$ cat src/rtl/wb_rr_arbiter3.sv
// wb_rr_arbiter3: three-master round-robin Wishbone arbiter with optional per-transfer bus watchdog
// Ports: wb_clk_i/wb_rst_ni (async active-low); wbm0..2_* master sides; wbs_* shared slave side;
//        grant_o index of the granted master (valid while busy_o); busy_o a tenure is active.
// Config: define WB_ARB_TIMEOUT_EN to build the watchdog with the ABORT/DRAIN states.
module wb_rr_arbiter3 #(
  parameter int DATA_WIDTH = 32,
  parameter int ADDR_WIDTH = 32,
  parameter int SELECT_WIDTH = 4,
  parameter int TIMEOUT = 255
) (
  input  logic                    wb_clk_i,
  input  logic                    wb_rst_ni,
  input  logic [ADDR_WIDTH-1:0]   wbm0_adr_i,
  input  logic [DATA_WIDTH-1:0]   wbm0_dat_i,
  output logic [DATA_WIDTH-1:0]   wbm0_dat_o,
  input  logic                    wbm0_we_i,
  input  logic [SELECT_WIDTH-1:0] wbm0_sel_i,
  input  logic                    wbm0_stb_i,
  input  logic                    wbm0_cyc_i,
  output logic                    wbm0_ack_o,
  output logic                    wbm0_err_o,
  input  logic [ADDR_WIDTH-1:0]   wbm1_adr_i,
  input  logic [DATA_WIDTH-1:0]   wbm1_dat_i,
  output logic [DATA_WIDTH-1:0]   wbm1_dat_o,
  input  logic                    wbm1_we_i,
  input  logic [SELECT_WIDTH-1:0] wbm1_sel_i,
  input  logic                    wbm1_stb_i,
  input  logic                    wbm1_cyc_i,
  output logic                    wbm1_ack_o,
  output logic                    wbm1_err_o,
  input  logic [ADDR_WIDTH-1:0]   wbm2_adr_i,
  input  logic [DATA_WIDTH-1:0]   wbm2_dat_i,
  output logic [DATA_WIDTH-1:0]   wbm2_dat_o,
  input  logic                    wbm2_we_i,
  input  logic [SELECT_WIDTH-1:0] wbm2_sel_i,
  input  logic                    wbm2_stb_i,
  input  logic                    wbm2_cyc_i,
  output logic                    wbm2_ack_o,
  output logic                    wbm2_err_o,
  output logic [ADDR_WIDTH-1:0]   wbs_adr_o,
  output logic [DATA_WIDTH-1:0]   wbs_dat_o,
  output logic                    wbs_we_o,
  output logic [SELECT_WIDTH-1:0] wbs_sel_o,
  output logic                    wbs_stb_o,
  output logic                    wbs_cyc_o,
  input  logic [DATA_WIDTH-1:0]   wbs_dat_i,
  input  logic                    wbs_ack_i,
  input  logic                    wbs_err_i,
  output logic [1:0]              grant_o,
  output logic                    busy_o
);
  if (TIMEOUT < 1 || TIMEOUT > 65535) begin : g_bad_timeout
    $error("wb_rr_arbiter3: TIMEOUT must be 1..65535");
  end
`ifdef WB_ARB_TIMEOUT_EN
  typedef enum logic [1:0] {IDLE, GRANT, ABORT, DRAIN} state_t;
`else
  typedef enum logic [1:0] {IDLE, GRANT} state_t;
`endif
  state_t state, state_nx;
  logic [1:0] grant, last, n1, n2, pick;
  logic [ADDR_WIDTH-1:0] adr [3];
  logic [DATA_WIDTH-1:0] dat [3];
  logic [SELECT_WIDTH-1:0] sel [3];
  logic [2:0] we, stb, cyc, ack, err;
  logic timeout;
  assign adr = '{wbm0_adr_i, wbm1_adr_i, wbm2_adr_i};
  assign dat = '{wbm0_dat_i, wbm1_dat_i, wbm2_dat_i};
  assign sel = '{wbm0_sel_i, wbm1_sel_i, wbm2_sel_i};
  assign we = {wbm2_we_i, wbm1_we_i, wbm0_we_i};
  assign stb = {wbm2_stb_i, wbm1_stb_i, wbm0_stb_i};
  assign cyc = {wbm2_cyc_i, wbm1_cyc_i, wbm0_cyc_i};
  assign {wbm2_ack_o, wbm1_ack_o, wbm0_ack_o} = ack;
  assign {wbm2_err_o, wbm1_err_o, wbm0_err_o} = err;
  assign wbm0_dat_o = wbs_dat_i;
  assign wbm1_dat_o = wbs_dat_i;
  assign wbm2_dat_o = wbs_dat_i;
  assign grant_o = grant;
  assign busy_o = state != IDLE;
  // search order last+1, last+2, then last itself
  assign n1 = (last == 2'd2) ? 2'd0 : last + 2'd1;
  assign n2 = (n1 == 2'd2) ? 2'd0 : n1 + 2'd1;
  assign pick = cyc[n1] ? n1 : cyc[n2] ? n2 : last;
`ifdef WB_ARB_TIMEOUT_EN
  logic [15:0] wdt;
  logic stall;
  // an unanswered strobe in GRANT is the only thing that advances the watchdog
  assign stall = state == GRANT && stb[grant] && !wbs_ack_i && !wbs_err_i;
  assign timeout = stall && wdt == 16'(TIMEOUT - 1);
  always_ff @(posedge wb_clk_i or negedge wb_rst_ni)
    if (!wb_rst_ni) wdt <= '0;
    else wdt <= stall ? wdt + 16'd1 : '0;
`else
  assign timeout = 1'b0;
`endif
  always_comb begin
    state_nx = state;
    wbs_adr_o = '0;
    wbs_dat_o = '0;
    wbs_sel_o = '0;
    wbs_we_o = 1'b0;
    wbs_stb_o = 1'b0;
    wbs_cyc_o = 1'b0;
    ack = '0;
    err = '0;
    unique case (state)
      IDLE: state_nx = |cyc ? GRANT : IDLE;
      GRANT: begin
        wbs_adr_o = adr[grant];
        wbs_dat_o = dat[grant];
        wbs_sel_o = sel[grant];
        wbs_we_o = we[grant];
        wbs_stb_o = stb[grant];
        wbs_cyc_o = cyc[grant];
        ack[grant] = wbs_ack_i;
        err[grant] = wbs_err_i;
`ifdef WB_ARB_TIMEOUT_EN
        // a master releasing cyc beats a coincident timeout
        state_nx = !cyc[grant] ? IDLE : timeout ? ABORT : GRANT;
`else
        state_nx = !cyc[grant] ? IDLE : timeout ? IDLE : GRANT;
`endif
      end
`ifdef WB_ARB_TIMEOUT_EN
      ABORT: begin
        err[grant] = 1'b1;
        state_nx = DRAIN;
      end
      DRAIN: state_nx = cyc[grant] ? DRAIN : IDLE;
`endif
      default: state_nx = IDLE;
    endcase
  end
  always_ff @(posedge wb_clk_i or negedge wb_rst_ni)
    if (!wb_rst_ni) begin
      state <= IDLE;
      grant <= 2'd0;
      last <= 2'd2;
    end else begin
      state <= state_nx;
      if (state == IDLE && |cyc) begin
        grant <= pick;
        last <= pick;
      end
    end
endmodule

$ cat config.mk
export PLATFORM = sky130hd
export DESIGN_NAME = wb_rr_arbiter3
export DESIGN_NICKNAME = d
export VERILOG_FILES = /design/src/rtl/wb_rr_arbiter3.sv
export SDC_FILE = /design/constraint.sdc
export NUM_CORES = 1
export LEC_CHECK = 0
export CORE_AREA = 2 2 165 167
export CTS_CLUSTER_DIAMETER = 150
export CTS_CLUSTER_SIZE = 14
export DETAILED_ROUTE_END_ITERATION = 8
export DIE_AREA = 0 0 167 169
export MAX_ROUTING_LAYER = met4
export SYNTH_ARGS = -nofsm -noshare
export SYNTH_HDL_FRONTEND = slang
export SYNTH_SLANG_ARGS = --single-unit
$ cat constraint.sdc
create_clock -name wb_clk_i -period 1.4 [get_ports wb_clk_i]
set_input_delay 0.28 -clock wb_clk_i [delete_from_list [all_inputs] [get_ports wb_clk_i]]
set_output_delay 0.28 -clock wb_clk_i [all_outputs]
set_load 0.005 [all_outputs]
==> impl_metrics.json, run 1 <==
{
  "htree_levels": 1,
  "dp.cells": 976,
  "dpl.hpwl_um": 11300,
  "gr-total-overflow": 0,
  "wl_met3_um": 1200,
  "synthTopCellsByCount": "buf_4, nand2_1, a21oi_1, mux2i_1, or2_2",
  "nets": 940,
  "yosys_warnings": 0,
  "grt_pass1_wl_um": 24800,
  "hp-class": "in -> async",
  "postSynthCellCount": 447,
  "rr_startpoint": "grant_o[1]",
  "seq_power_share": 0.021,
  "design.portCount": 425,
  "p_int_mw": 7.05,
  "grt_pass1_vias": 4036,
  "placed_cell_area_mm2": 0.00586,
  "clockBufferDepth": 2,
  "wl_per_cell_um": 17.1,
  "clk_pin_slew_ns": 0.03,
  "ys_seq_area_frac": 0.0338,
  "skew_ns": 0.00218,
  "synth_ff_type": "dfrtp_1",
  "holdWs_ns": 0.266,
  "cts.sinks": 4,
  "slew_headroom": 0.830,
  "min_period_over_period": 1.48,
  "pwr-share-comb": 0.941,
  "slew_violations": 0,
  "syn_to_final_growth_pct": 130,
  "dieArea_mm2": 0.0282,
  "totalPowerFinal_mw": 12.4,
  "post_drt_via_cell_ratio": 3.76,
  "grt_start_max_net_pins": 43,
  "pre_cts_ws_ns": -0.766,
  "drc": 0,
  "globalRouteTotalUtil": 0.119,
  "synth_area_per_cell_um2": 6.70,
  "syn_nets": 696,
  "yosys-top-cells-area": "buf_4, mux2i_1, a21oi_1",
  "dr.pass1.iters": 4,
  "crit_end": "wbs_dat_o[22]",
  "synth.top_cell.area_share": 0.243,
  "hold_violations": 0,
  "path_max_fanout": 5,
  "clockRootBuffer": "clkbuf_16",
  "crit_required_ns": 1.12,
  "p_sw_mw": 5.30,
  "yosysMostFrequentCell": "buf_4",
  "peakVddDrop_uv": 815,
  "stdcell_count": 1031,
  "switching_share": 0.429,
  "wl_um": 17600,
  "design_area_mm2": 0.00690,
  "antenna_found_initial": 0,
  "tightest_slew_ns": 0.248,
  "wl_met1_um": 7200,
  "synth_area_leader_cell": "buf_4",
  "synthArstFlopShare": 1.00,
  "synth_edf_count": 0,
  "p_clk_frac": 0.037,
  "cts_buffers": 3,
  "top_layer": "met4",
  "crit_type": "reg -> out",
  "initial_core_util": 0.113,
  "fin_crit_ns": 2.08,
  "status": "complete, but fails checks",
  "reg2reg_depth": 6,
  "reg2reg_slack_ns": -0.05,
  "diodes": 0,
  "die_w_um": 167,
  "clock_latency_ns": 0.23,
  "critical_path_arrival_ns": 1.80,
  "setup_slack_ns": -0.677,
  "drt_iter0_drc": 74,
  "timing.rr.end": "state[0]",
  "end_kind": "output port",
  "rsz0062_at_grt": "yes",
  "vias": 3875,
  "setup_viol": 79,
  "power_density_mw_per_mm2": 1790,
  "startpoint_type": "flip-flop",
  "violations": "negative setup slack",
  "yosys.cell_types.count": 24,
  "die-height_um": 169,
  "critPathLaunch": "grant_o[1]",
  "ant_nets": 0,
  "maxCapViolCount": 0,
  "gp_congestion": 0.744,
  "core_area_mm2": 0.0265,
  "p_leak_nw": 2.82,
  "synthesis.area_mm2": 0.00300,
  "wl_met2_um": 8840,
  "io_buffers": 296,
  "ys_ff_latch": 4,
  "tritoncts": "yes",
  "fmax_ghz": 0.481,
  "drive_gt1_frac": 0.452,
  "fp-row-count": 60
}
## power by group through the flow
stage / sequential [mW] / combinational (mW) / clock (mW)
3_5_place_dp: 0.294 / 8.18 / 0
2_1_floorplan: 0.234 / 4.46 / 0
5_1_grt: 0.270 / 12.5 / 0.483
6_report: 0.264 / 11.6 / 0.460
4_1_cts: 0.270 / 11.1 / 0.464
3_3_place_gp: 0.290 / 8.18 / 0
## critical path, cell delays in order (launching register included)
cell	delay, ns
dfrtp_4	0.50
buf_6	0.13
nor2b_4	0.15
buf_6	0.14
buf_12	0.12
buf_16	0.13
buf_12	0.10
nand2_4	0.04
a21oi_2	0.13
buf_2	0.13
## repair_timing
action                     in CTS  in global routing
hold buffers                    0                  0
gates cloned                   14                  4
resized for setup             430                 59
buffers inserted               33                  5
setup endpoints to repair      80                 80
pin swaps                      43                 28
## worst min-delay path by stage
stage / start / to / slack, ns / cells after the start
CTS: wb_rst_ni / grant_o[1] / 0.26 / 1
detailed placement: last[1] / last[1] / 0.49 / 1
finish: wb_rst_ni / state[0] / 0.27 / 1
floorplan: wb_rst_ni / grant_o[0] / -0.02 / 0
global route: wb_rst_ni / grant_o[1] / 0.28 / 1
global placement: last[1] / last[1] / 0.49 / 1
## through the flow
step,util,TNS (ns)
after detailed placement,0.221,-49.99
after floorplan,-,-5.08
after CTS,0.251,-45.35
final,0.261,-44.66
after global placement,0.221,-48.96
after global routing,0.261,-51.03
## cell families (layout without fill, tap and decap cells)
family	Yosys count	in the layout	share of synthesized area
buffers and inverters	134	377	0.328
muxes	71	71	0.237
AOI/OAI and AO/OA	79	79	0.136
DFF	4	4	0.0338
and+or+nand+nor	159	159	0.265
## placed cells by master (no fill, tap or decap), types with 2 or more instances in the layout
master and instances:
or2_4 12, nand2_2 22, buf_4 15, nand2_1 27, nor2_1 2, buf_6 20
and3_4 2, buf_16 12, nor3_1 2, or2_0 29, or2_2 26, clkdlybuf4s50_1 216
clkbuf_2 2, a31oi_1 3, o21ai_0 2, mux2i_1 70, a21oi_2 57, nand2_4 25
clkbuf_16 7, inv_1 2, buf_8 8, a21oi_1 13, or2_1 3, buf_12 19
buf_2 73
## metal layers
layer / vias to the layer above / GRT usage
met5: - / -
met4: 0 / 0.0300
met1: 1756 / 0.140
li1: 1872 / -
met3: 40 / 0.0234
met2: 207 / 0.207
## layout make-up
class                   count  area [um^2]
fillers                  2885        19600
repair buffers            370         3810
multi-input cells         309         2460
well taps                 341          427
flip-flops and latches      4          106
clock buffers               4         78.8
inverters                   3         12.5
## flip-flops by register name, indices dropped and copies added, names as in the netlist
name	count
last	1
state	1
grant_o	2
Power figures use the tool's default switching activity.
==> inputs of run 2 (changes only) <==
PLACE_DENSITY = 0.46   (was not set)
==> run 2 against run 1 <==
The run still ends with negative setup slack left. Flip-flop and latch count stayed put. Highest routed layer unchanged. Total power is 2.7% higher. Cell count is 1.9% higher. Hold slack better by 0.0012 ns. Final area is 3.1% higher. Routed wire length is 2.1% lower. Fmax is 0.67% higher. Clock skew hardly changed. First-iteration DRC count is 57% higher. Via count is 1.7% higher. Non-clock buffer count is 19 higher. Largest power group unchanged.
==> impl_metrics.json, run 2 (synthesis gave the netlist of run 1 again) <==
{
  "tightest_slew_ns": 0.246,
  "hold_buffers": 0,
  "hp-class": "in -> async",
  "maxCapViolCount": 0,
  "post_drt_via_cell_ratio": 3.75,
  "drc": 0,
  "drive_gt1_frac": 0.468,
  "ant_nets": 0,
  "crit_type": "reg -> out",
  "htree_levels": 1,
  "cp_cell_sequence": "buf_12 -> buf_12 -> buf_12 -> mux2i_1 -> or2_0 -> a21oi_1 -> buf_2",
  "cp_num_buf_inv": 4,
  "grt_pass1_wl_um": 24400,
  "cp_top_family": "buffers and inverters",
  "io_buffers": 296,
  "p_leak_nw": 2.92,
  "grt_start_max_net_pins": 38,
  "slew_headroom": 0.835,
  "nets": 959,
  "cts_buffers": 3,
  "wl_um": 17200,
  "fin_crit_ns": 2.06,
  "wl_per_cell_um": 16.4,
  "drt_iter0_drc": 116,
  "power_density_mw_per_mm2": 1780,
  "crit_path_frequent_cell": "buf_12",
  "critical_path_arrival_ns": 1.78,
  "violations": "negative setup slack",
  "reg2reg_depth": 7,
  "clockBufferDepth": 2,
  "initial_core_util": 0.113,
  "crit_slowest_cell": "dfrtp_4",
  "stdcell_count": 1051,
  "cts.sinks": 4,
  "crit_cells": 7,
  "fin_setup_tns_ns": -45.10,
  "globalRouteTotalUtil": 0.115,
  "dpl.hpwl_um": 11900,
  "hold_violations": 0,
  "status": "complete, but fails checks",
  "dp.cells": 978,
  "pre_cts_ws_ns": -0.722,
  "setup_slack_ns": -0.663,
  "tritoncts": "yes",
  "grt_pass1_vias": 4078,
  "core_area_mm2": 0.0265,
  "die-height_um": 169,
  "gp_congestion": 0.755,
  "gr-total-overflow": 0,
  "rsz0062_at_grt": "yes",
  "slew_violations": 0,
  "design.portCount": 425,
  "die_w_um": 167,
  "vias": 3942,
  "min_period_over_period": 1.47,
  "dr.pass1.iters": 4,
  "syn_to_final_growth_pct": 138,
  "startpoint_type": "flip-flop",
  "clock_latency_ns": 0.23,
  "peakVddDrop_uv": 795,
  "crit_required_ns": 1.12,
  "antenna_found_initial": 1,
  "setup_viol": 80,
  "fmax_ghz": 0.485,
  "layout_common_cells": "clkdlybuf4s50_1, buf_2, mux2i_1, a21oi_2, buf_6",
  "clockRootBuffer": "clkbuf_16",
  "largest_register_ffs": 2,
  "fp-row-count": 60,
  "clk_pin_slew_ns": 0.03,
  "dieArea_mm2": 0.0282,
  "path_max_fanout": 6,
  "skew_ns": 0.00212,
  "cpPeakStageDelay_ns": 0.51,
  "layout_commonest_cell": "clkdlybuf4s50_1",
  "end_kind": "output port"
}
run 2: cell types whose count changed in the layout (fill, tap and decap cells not counted), sizes merged:
cell / change
clkinv: -1
diode: +1
clkbuf: -5
buf: +22
inv: +1
bufbuf: +2
run 2: layer usage:
| metal | up-vias | global-route usage | routed length (um) |
|---|---|---|---|
| li1 | 1912 | - | - |
| met1 | 1774 | 0.132 | 6840 |
| met2 | 213 | 0.199 | 8550 |
| met3 | 43 | 0.0278 | 1450 |
| met4 | 0 | 0.0330 | 379 |
| met5 | - | - | 0 |
run 2: worst paths after layout:
check                                start       endpoint  slack [ns]
worst max-delay path            grant_o[1]  wbs_dat_o[28]       -0.66
worst min-delay path             wb_rst_ni     grant_o[1]        0.27
worst max register to register  grant_o[1]       state[0]       -0.13
worst min register to register     last[1]        last[1]        0.50
max in group asynchronous        wb_rst_ni        last[1]        0.89
min in group wb_clk_i              last[1]        last[1]        0.50
run 2: timing repair:
item / in CTS / in global routing
setup buffers: 51 / 11
endpoints found under the setup margin: 80 / 81
endpoints found under the hold margin: 0 / 0
resized for setup: 428 / 109
gates cloned: 10 / 1
pin swaps: 50 / 78
run 2: cell type report:
type	instances	area, um^2
clock buffers	4	78.8
repair buffers	389	4000
well taps	341	427
diodes	1	2.50
inverters	3	13.8
flip-flops and latches	4	106
fillers	2869	19400
multi-input cells	309	2500
run 2: power by group:
group          total, mW  switching, mW  internal (mW)
clock network      0.466         0.0890          0.377
registers          0.288         0.0940          0.194
logic               11.9           4.98           6.95
total               12.7           5.17           7.52
run 2: per-stage QoR:
stage,instance area [um^2],util,total power [mW],hold WS [ns]
floorplan,3170,-,4.70,-0.0156
CTS,6710,0.253,11.8,0.272
detailed placement,5930,0.224,8.80,0.504
global route,7120,0.269,13.6,0.287
global placement,5930,0.224,8.86,0.503
finish,7120,0.269,12.7,0.267
